`src/rtl/fu_reservation_station.sv`:
```
// Collapsing-queue reservation station: oldest-first select, CDB wakeup and insert-time capture.
// Optional macro RS_CDB_BYPASS_EN lets a CDB match count toward readiness in its wakeup cycle.

package fu_rs_pkg;
  localparam int NUM_FU       = 2;
  localparam int NUM_PHYS_REG = 32;
  localparam int WORD_SIZE_P  = 32;
  localparam int TAG_W        = $clog2(NUM_PHYS_REG);

  typedef struct packed {
    logic [3:0]             op;
    logic [TAG_W-1:0]       dest_tag;
    logic [TAG_W-1:0]       source_1_tag;
    logic [WORD_SIZE_P-1:0] source_1_data;
    logic                   source_1_v;
    logic [TAG_W-1:0]       source_2_tag;
    logic [WORD_SIZE_P-1:0] source_2_data;
    logic                   source_2_v;
  } issued_instruction_t;

  localparam int INSTR_W = $bits(issued_instruction_t);
endpackage

module fu_reservation_station
  import fu_rs_pkg::*;
#(
  parameter int rs_entries = 4,
  parameter int fu_id_p    = 0
) (
  input  logic                                clk_i,
  input  logic                                reset_i,
  input  logic [INSTR_W-1:0]                  instruction_i,
  input  logic                                valid_i,
  output logic                                ready_o,
  input  logic [NUM_FU-1:0]                   cdb_valid_i,
  input  logic [NUM_FU-1:0][TAG_W-1:0]        cdb_tag_i,
  input  logic [NUM_FU-1:0][WORD_SIZE_P-1:0]  cdb_data_i,
  output logic [INSTR_W-1:0]                  instruction_o,
  output logic                                valid_o,
  input  logic                                fu_ready_i
);

  localparam int IDX_W = $clog2(rs_entries);
  localparam int CNT_W = $clog2(rs_entries + 1);

  if (rs_entries < 2 || rs_entries > 16 || (rs_entries & (rs_entries - 1)) != 0 ||
      fu_id_p < 0 || fu_id_p >= NUM_FU) begin : g_bad_cfg
    $error("fu_reservation_station: illegal rs_entries or fu_id_p");
  end

  issued_instruction_t       entry_q [rs_entries];
  issued_instruction_t       entry_d [rs_entries];
  logic [CNT_W-1:0]          count_q, count_d;

  // woken has one spare zero slot so the shift-down can always read index i+1.
  issued_instruction_t       woken [rs_entries+1];
  logic [rs_entries-1:0]     entry_valid;
  logic [rs_entries-1:0]     entry_ready;
  logic [IDX_W-1:0]          sel_idx;
  logic [CNT_W-1:0]          base_cnt;
  logic                      transfer;
  logic                      insert;

  // Ports are scanned high to low so the lowest-numbered matching port is written last and wins.
  function automatic issued_instruction_t capture(issued_instruction_t e);
    issued_instruction_t r = e;
    for (int p = NUM_FU - 1; p >= 0; p--) begin
      if (cdb_valid_i[p] && !e.source_1_v && cdb_tag_i[p] == e.source_1_tag) begin
        r.source_1_data = cdb_data_i[p];
        r.source_1_v    = 1'b1;
      end
      if (cdb_valid_i[p] && !e.source_2_v && cdb_tag_i[p] == e.source_2_tag) begin
        r.source_2_data = cdb_data_i[p];
        r.source_2_v    = 1'b1;
      end
    end
    return r;
  endfunction

  always_comb begin
    // NOTE: every always_comb output gets a default first so no path can infer a latch.
    woken[rs_entries] = '0;
    entry_valid       = '0;
    entry_ready       = '0;
    for (int i = 0; i < rs_entries; i++) begin
      woken[i]       = capture(entry_q[i]);
      entry_valid[i] = (CNT_W'(i) < count_q);
`ifdef RS_CDB_BYPASS_EN
      entry_ready[i] = entry_valid[i] & woken[i].source_1_v & woken[i].source_2_v;
`else
      entry_ready[i] = entry_valid[i] & entry_q[i].source_1_v & entry_q[i].source_2_v;
`endif
    end
  end

  always_comb begin
    sel_idx = '0;
    for (int i = rs_entries - 1; i >= 0; i--) begin
      if (entry_ready[i]) sel_idx = IDX_W'(i);
    end
  end

  assign valid_o  = |entry_ready;
  assign ready_o  = (count_q != CNT_W'(rs_entries));
  assign transfer = valid_o & fu_ready_i;
  assign insert   = valid_i & ready_o;

  always_comb begin
    instruction_o = '0;
    if (valid_o) begin
`ifdef RS_CDB_BYPASS_EN
      instruction_o = woken[sel_idx];
`else
      instruction_o = entry_q[sel_idx];
`endif
    end
  end

  // Removal happens before insertion, so the new entry lands at count or count-1.
  always_comb begin
    base_cnt = count_q - CNT_W'(transfer);
    count_d  = base_cnt + CNT_W'(insert);
    for (int i = 0; i < rs_entries; i++) begin
      if (transfer && i >= int'(sel_idx)) entry_d[i] = woken[i+1];
      else                                entry_d[i] = woken[i];
      if (CNT_W'(i) >= count_d)                 entry_d[i] = '0;
      else if (insert && CNT_W'(i) == base_cnt) entry_d[i] = capture(issued_instruction_t'(instruction_i));
    end
  end

  always_ff @(posedge clk_i or posedge reset_i) begin
    if (reset_i) begin
      count_q <= '0;
      // NOTE: the payload array is reset too, so free slots always read as zero.
      for (int i = 0; i < rs_entries; i++) entry_q[i] <= '0;
    end else begin
      count_q <= count_d;
      for (int i = 0; i < rs_entries; i++) entry_q[i] <= entry_d[i];
    end
  end

endmodule

```
`config.mk`:
```
export PLATFORM = sky130hd
export DESIGN_NAME = fu_reservation_station
export DESIGN_NICKNAME = d
export VERILOG_FILES = /design/src/rtl/fu_reservation_station.sv
export SDC_FILE = /design/constraint.sdc
export NUM_CORES = 2
export LEC_CHECK = 0
export BUFFER_PORTS_ARGS = -buffer_cell sky130_fd_sc_hd__buf_2
export CORE_UTILIZATION = 30
export CTS_CLUSTER_DIAMETER = 40
export DETAILED_ROUTE_END_ITERATION = 12
export PLACE_DENSITY = 0.49
export SLEW_MARGIN = 15
export SYNTH_ARGS = -nofsm -noshare
export SYNTH_HDL_FRONTEND = slang
export SYNTH_SLANG_ARGS = --single-unit
```
`constraint.sdc`:
```
create_clock -name clk_i -period 27.8 [get_ports clk_i]
set_input_delay 2.78 -clock clk_i [delete_from_list [all_inputs] [get_ports clk_i]]
set_output_delay 2.78 -clock clk_i [all_outputs]
set_load 0.01 [all_outputs]
```
# ---- Word level (Yosys, flattened, before mapping)
# Index checks and enable logic that the tools add are counted.
dict set report word_totals {
  reg_bits 343
  in_bits 165
  output_inout_bits 87
  wordCells 187
}
dict set report classes {
  addsub 2
  order_cmp 12
  eq_ne 24
  mux 40
  bitwise_logic 11
  reduce_logical 65
}
# op n
set ops {}
lappend ops {{$mux 85} 15}
lappend ops {{$mux 33} 20}
lappend ops {{$bmux 85 s2} 1}
lappend ops {{$eq 5x5->1} 20}
lappend ops {{$logic_and 1x1->1} 47}
lappend ops {{$reduce_bool 3->1} 4}
lappend ops {{$and 1x1->1} 10}
lappend ops {{$logic_not 1->1} 10}
lappend ops {{$reduce_bool 5->1} 2}
lappend ops {{$mux 2} 4}
lappend ops {{$eq 2x3->1 const A} 2}
lappend ops {{$ge 1x3->1 const A} 2}
lappend ops {{$ge 2x3->1 const A} 2}
lappend ops {{$lt 1x3->1 const A} 2}
lappend ops {{$lt 2x3->1 const A} 2}
lappend ops {{$ge 1x2->1 const A} 2}
lappend ops {{$reduce_or 4->1} 1}
lappend ops {{$add 3x1->3} 1}
lappend ops {{$eq 1x3->1 const A} 1}
lappend ops {{$ge 3x3->1 const B} 1}
lappend ops {{$logic_not 3->1} 1}
lappend ops {{$ne 3x3->1 const B} 1}
lappend ops {{$not 2->3} 1}
lappend ops {{$sub 3x1->3} 1}
lappend ops {{$ge 2x2->1 const A} 1}

# ---- Logic depth before layout (Yosys ltp)
dict set report logic_depth {
  ltp_word 12
  mapped_depth 16
  ltp_nobuf 12
}

# ---- Worst setup path after synthesis
# Ideal clock, no wire load.
dict set report synth_path {
  path_type {reg-to-output}
  start {reg count_q[2]}
  end {out instruction_o[71]}
  arrival_time_ns 2.269
  t_required_ns 25.020
  setup_slack_ns 22.751
  stages_incl_launch_ff 9
  n_path_buf 3
  path_cell_list {dfrtp_1 > buf_4 > o311a_1 > nand2b_1 > a21oi_2 > buf_4 > buf_6 > mux4_2 > and2_1}
}
dict set report synth_between {
  elab_chain_cells 12
  word_cells_on_any_way 22
  classes_between {order compare (4); mux (8); bitwise (9); reduce/logical (1)}
}
# element line
set synth_lines {}
lappend synth_lines {{start: declaration} 53} ;# logic [CNT_W-1:0] count_q, count_d;
lappend synth_lines {{start signal: assignment} 137} ;# count_q <= count_d;
lappend synth_lines {{$lt 2x3->1} 87} ;# entry_valid[i] = (CNT_W'(i) < count_q);
lappend synth_lines {{$and 1x1->1 (2 in a row)} 91} ;# entry_ready[i] = entry_valid[i] & entry_q[i].source_1_v & entry_q[i].source_2_v;
lappend synth_lines {{$mux 2 (4 in a row)} 99} ;# if (entry_ready[i]) sel_idx = IDX_W'(i);
lappend synth_lines {{$not 2->3 (implied by the code)} 114} ;# instruction_o = entry_q[sel_idx];
lappend synth_lines {{$bmux 85 s2} 114}
lappend synth_lines {{$mux 85 (implied by the code) (2 in a row)} 114}
lappend synth_lines {{$mux 85 (*)} 110} ;# if (valid_o) begin
lappend synth_lines {{end: declaration} 38} ;# output logic [INSTR_W-1:0] instruction_o,
# Every way passes the cells marked *; elsewhere a longest branch is shown, timed or not. The select of a mux whose other input is x is not followed.

# ---- Final worst setup path
dict set report layout_path {
  start {reg count_q[2]}
  end {out instruction_o[53]}
}
# The elaborated chain is that of the path after synthesis.

==> reports/metrics.csv <==
stage;metric;value;unit
status;status;completed;
clock_network;h-tree-depth;3;
timing;setup_viol;0;
grt;grt_pass1_wl;211000;um
synthesis;syn-num-nets;3558;
floorplanning;ios;252;
power;seq_power_share;0.227;
critical_path;worstPathArrival;5.27;ns
clock_network;cts_resized;0;
timing;rsz0062_at_grt;no;
detailed_routing;drt-initial-drc-count;3429;
floorplanning;die_y;308;um
grt;antenna_found_initial;22;
clock_network;tritoncts;done;
clock_network;cts_root_buffer;clkbuf_16;
flow_run;cap_viol_max_count;0;
power;cellLeakagePower;12.3;nW
clock_network;clk_latency;0.66;ns
timing;period_share;0.290;
clock_network;clock_path_buffers;3;
power;p_sw_frac;0.448;
timing;period_minus_slack;8.05;ns
clock_network;cts_num_sinks;343;
grt;grt_pass1_vias;29500;
timing;setup-tns-final;0;ns
detailed_routing;dr.pass1.iters;6;
detailed_routing;dr_total_vias;30900;
placement;portBuffers;251;
synthesis;ys_seq_area_frac;0.305;
synthesis;synth_area;28100;um2
critical_path;critPathRequiredTime;25.02;ns
synthesis;avgSynthCellArea;8.30;um2
synthesis;yosysMostFrequentCell;dfrtp_1;
synthesis;synthDistinctLibCells;78;
detailed_routing;via_per_inst;6.60;
synthesis;synth_top_area_frac;0.305;
synthesis;synth_edf_count;0;
timing;clock_skew;0.0317;ns
clock_network;cts_made_buffers;82;
detailed_routing;drc_errors;0;
layout;multi_input_area;17700;um2
grt;grt_start_max_net_pins;153;
timing;finalHoldViolCount;0;
power;power_frac_clock;0.292;
power;switchingPower;0.00155;W
hold_path;hold_path.class;flop to flop;
detailed_routing;avgRoutedWirePerCell;31.4;um
power;p_total;0.00346;W
floorplanning;start_util;0.305;
synthesis;ys_ff_latch;343;
layout;fin_util;0.354;
grt;grt_usage;0.302;
power;combPwrFrac;0.481;
layout;fillers;9652;
critical_path;crit_type;flop to primary output;
floorplanning;placementRows;111;
detailed_routing;drt-total-wl;147000;um
critical_path;path_max_fanout;36;
critical_path;worst_setup_path_end_kind;primary output;
power;ir_drop;0.000101;V
layout;area_delta_synth_final;16.2;%
synthesis;synthFlopType;dfrtp_1;
synthesis;yosys-top-cells-area;dfrtp_1, mux4_2, o21ai_0, a31oi_1, clkbuf_1;
timing;fmax;124;MHz
clock_network;path_clk_slew;0.05;ns
synthesis;netlist_instances;3390;
synthesis;yosys.area.top_type;dfrtp_1;
grt;grt_overflow;0;
floorplanning;die_w;308;um
power;p_int;0.00191;W
timing;slew_viol_final;0;
clock_network;post_cts_buffers;0;
timing;relSlewSlack;0.131;
synthesis;yosys_warnings;0;
layout;layout-drive-gt1-share;0.214;
floorplanning;die_area;95000;um2
power;p_per_area;106;nW/um2
detailed_routing;drtAntennaViolNets;0;
layout;area.sequential;8580;um2
floorplanning;core;92200;um2
critical_path;worst_setup_path_start_kind;flop;
placement;hpwl;88500;um
timing;tightestPinTransition;1.30;ns
synthesis;async_flop_share;1.00;
synthesis;synthTopCellsByCount;dfrtp_1, clkbuf_1, nand2_1;
clock_network;ctsHoldBuffers;0;
placement;globalplace.congestion;0.855;
layout;finalNetCount;3533;
==> power by group through the flow <==
| stage | sequential [W] | clock (W) | combinational (W) |
|---|---|---|---|
| 2_1_floorplan | 0.000732 | 0 | 0.00111 |
| 3_5_place_dp | 0.000787 | 0 | 0.00163 |
| 6_report | 0.000784 | 0.00101 | 0.00166 |
| 4_1_cts | 0.000781 | 0.00101 | 0.00163 |
| 3_3_place_gp | 0.000790 | 0 | 0.00161 |
| 5_1_grt | 0.000798 | 0.00104 | 0.00176 |
==> flip-flops by register name, summed over array words and instances, names as in the netlist <==
name,count
count_q,3
entry_q,340
==> routing by layer <==
metal | track usage | vias to the layer above | part of all wire
met5 | 0 | - | 0.0010
met4 | 0.152 | 22 | 0.054
met3 | 0.0643 | 427 | 0.10
met2 | 0.459 | 2014 | 0.44
met1 | 0.403 | 15400 | 0.40
li1 | - | 13000 | -
==> path summary, 6_finish.rpt <==
| kind | start | endpoint | slack [ns] | depth (start not counted) |
|---|---|---|---|---|
| setup / recovery | count_q[2] | instruction_o[53] | 19.75 | 9 |
| hold / removal | entry_q[83] | entry_q[83] | 0.53 | 1 |
| setup reg to reg | count_q[2] | entry_q[98] | 21.86 | 12 |
| hold reg to reg | entry_q[83] | entry_q[83] | 0.53 | 1 |
| max in group asynchronous | reset_i | entry_q[238] | 24.06 | 3 |
| min in group asynchronous | reset_i | entry_q[5] | 2.22 | 2 |
==> kinds of logic (layout without fill, tap and decap cells) <==
family / count (synthesis) / count (layout) / share of synthesized area
AO/OA/AOI/OAI: 1274 / 1274 / 0.332
adder cells (fa/ha/maj): 3 / 3 / 0.00133
buffers and inverters: 476 / 514 / 0.0725
flip-flops: 343 / 343 / 0.305
other: 0 / 5 / 0
XOR/XNOR: 102 / 102 / 0.0320
AND/OR/NAND/NOR: 1104 / 1104 / 0.188
multiplexers: 88 / 88 / 0.0684
==> cells in the final DEF, fill, tap and decap left out, types with 17 or more instances in the layout <==
cell	n
dfrtp_1	343
nand2_1	310
nor2_1	285
o21ai_0	270
buf_2	251
a31oi_1	200
a21oi_1	132
nor3_1	115
a311o_1	91
and2_1	86
o211ai_1	85
mux4_2	83
or3_1	83
clkbuf_16	82
nand3_1	75
buf_4	75
xnor2_1	71
a22o_1	65
a31o_2	60
a311oi_1	57
a211oi_2	54
nand4_1	47
inv_1	39
a221o_1	36
or4_1	35
o21a_1	33
a211oi_1	32
a2111oi_0	31
a221oi_1	29
xor2_1	28
a32o_1	18
clkinv_2	17
==> critical path, stage by stage, from the launching register on <==
cell      delay, ns
dfrtp_1        0.47
o311a_1        0.38
buf_4          0.23
nand2b_1       0.23
a21oi_4        0.81
buf_4          0.85
buf_4          0.70
mux4_2         0.59
and2_1         0.17
buf_2          0.13
==> stage by stage <==
| stage | hold WS (ns) | area, um2 | instances | worst slack [ns] |
|---|---|---|---|---|
| final | 0.535 | 32700 | 4676 | 19.75 |
| after global placement | 0.519 | 29900 | 4524 | 20.42 |
| after global routing | 0.543 | 32700 | 4674 | 19.47 |
| after CTS | 0.529 | 32700 | 4671 | 19.67 |
| after floorplan | 0.482 | 28100 | 3390 | 15.51 |
| after detailed placement | 0.517 | 29900 | 4524 | 20.35 |
==> layout make-up <==
type	count	share of cell area
diodes	5	0.000383
multi-input cells	2571	0.542
repair buffers	327	0.0563
flip-flops and latches	343	0.263
clock buffers	108	0.0703
clock inverters	39	0.0161
well taps	1243	0.0476
inverters	40	0.00482
Power figures use the tool's default switching activity.
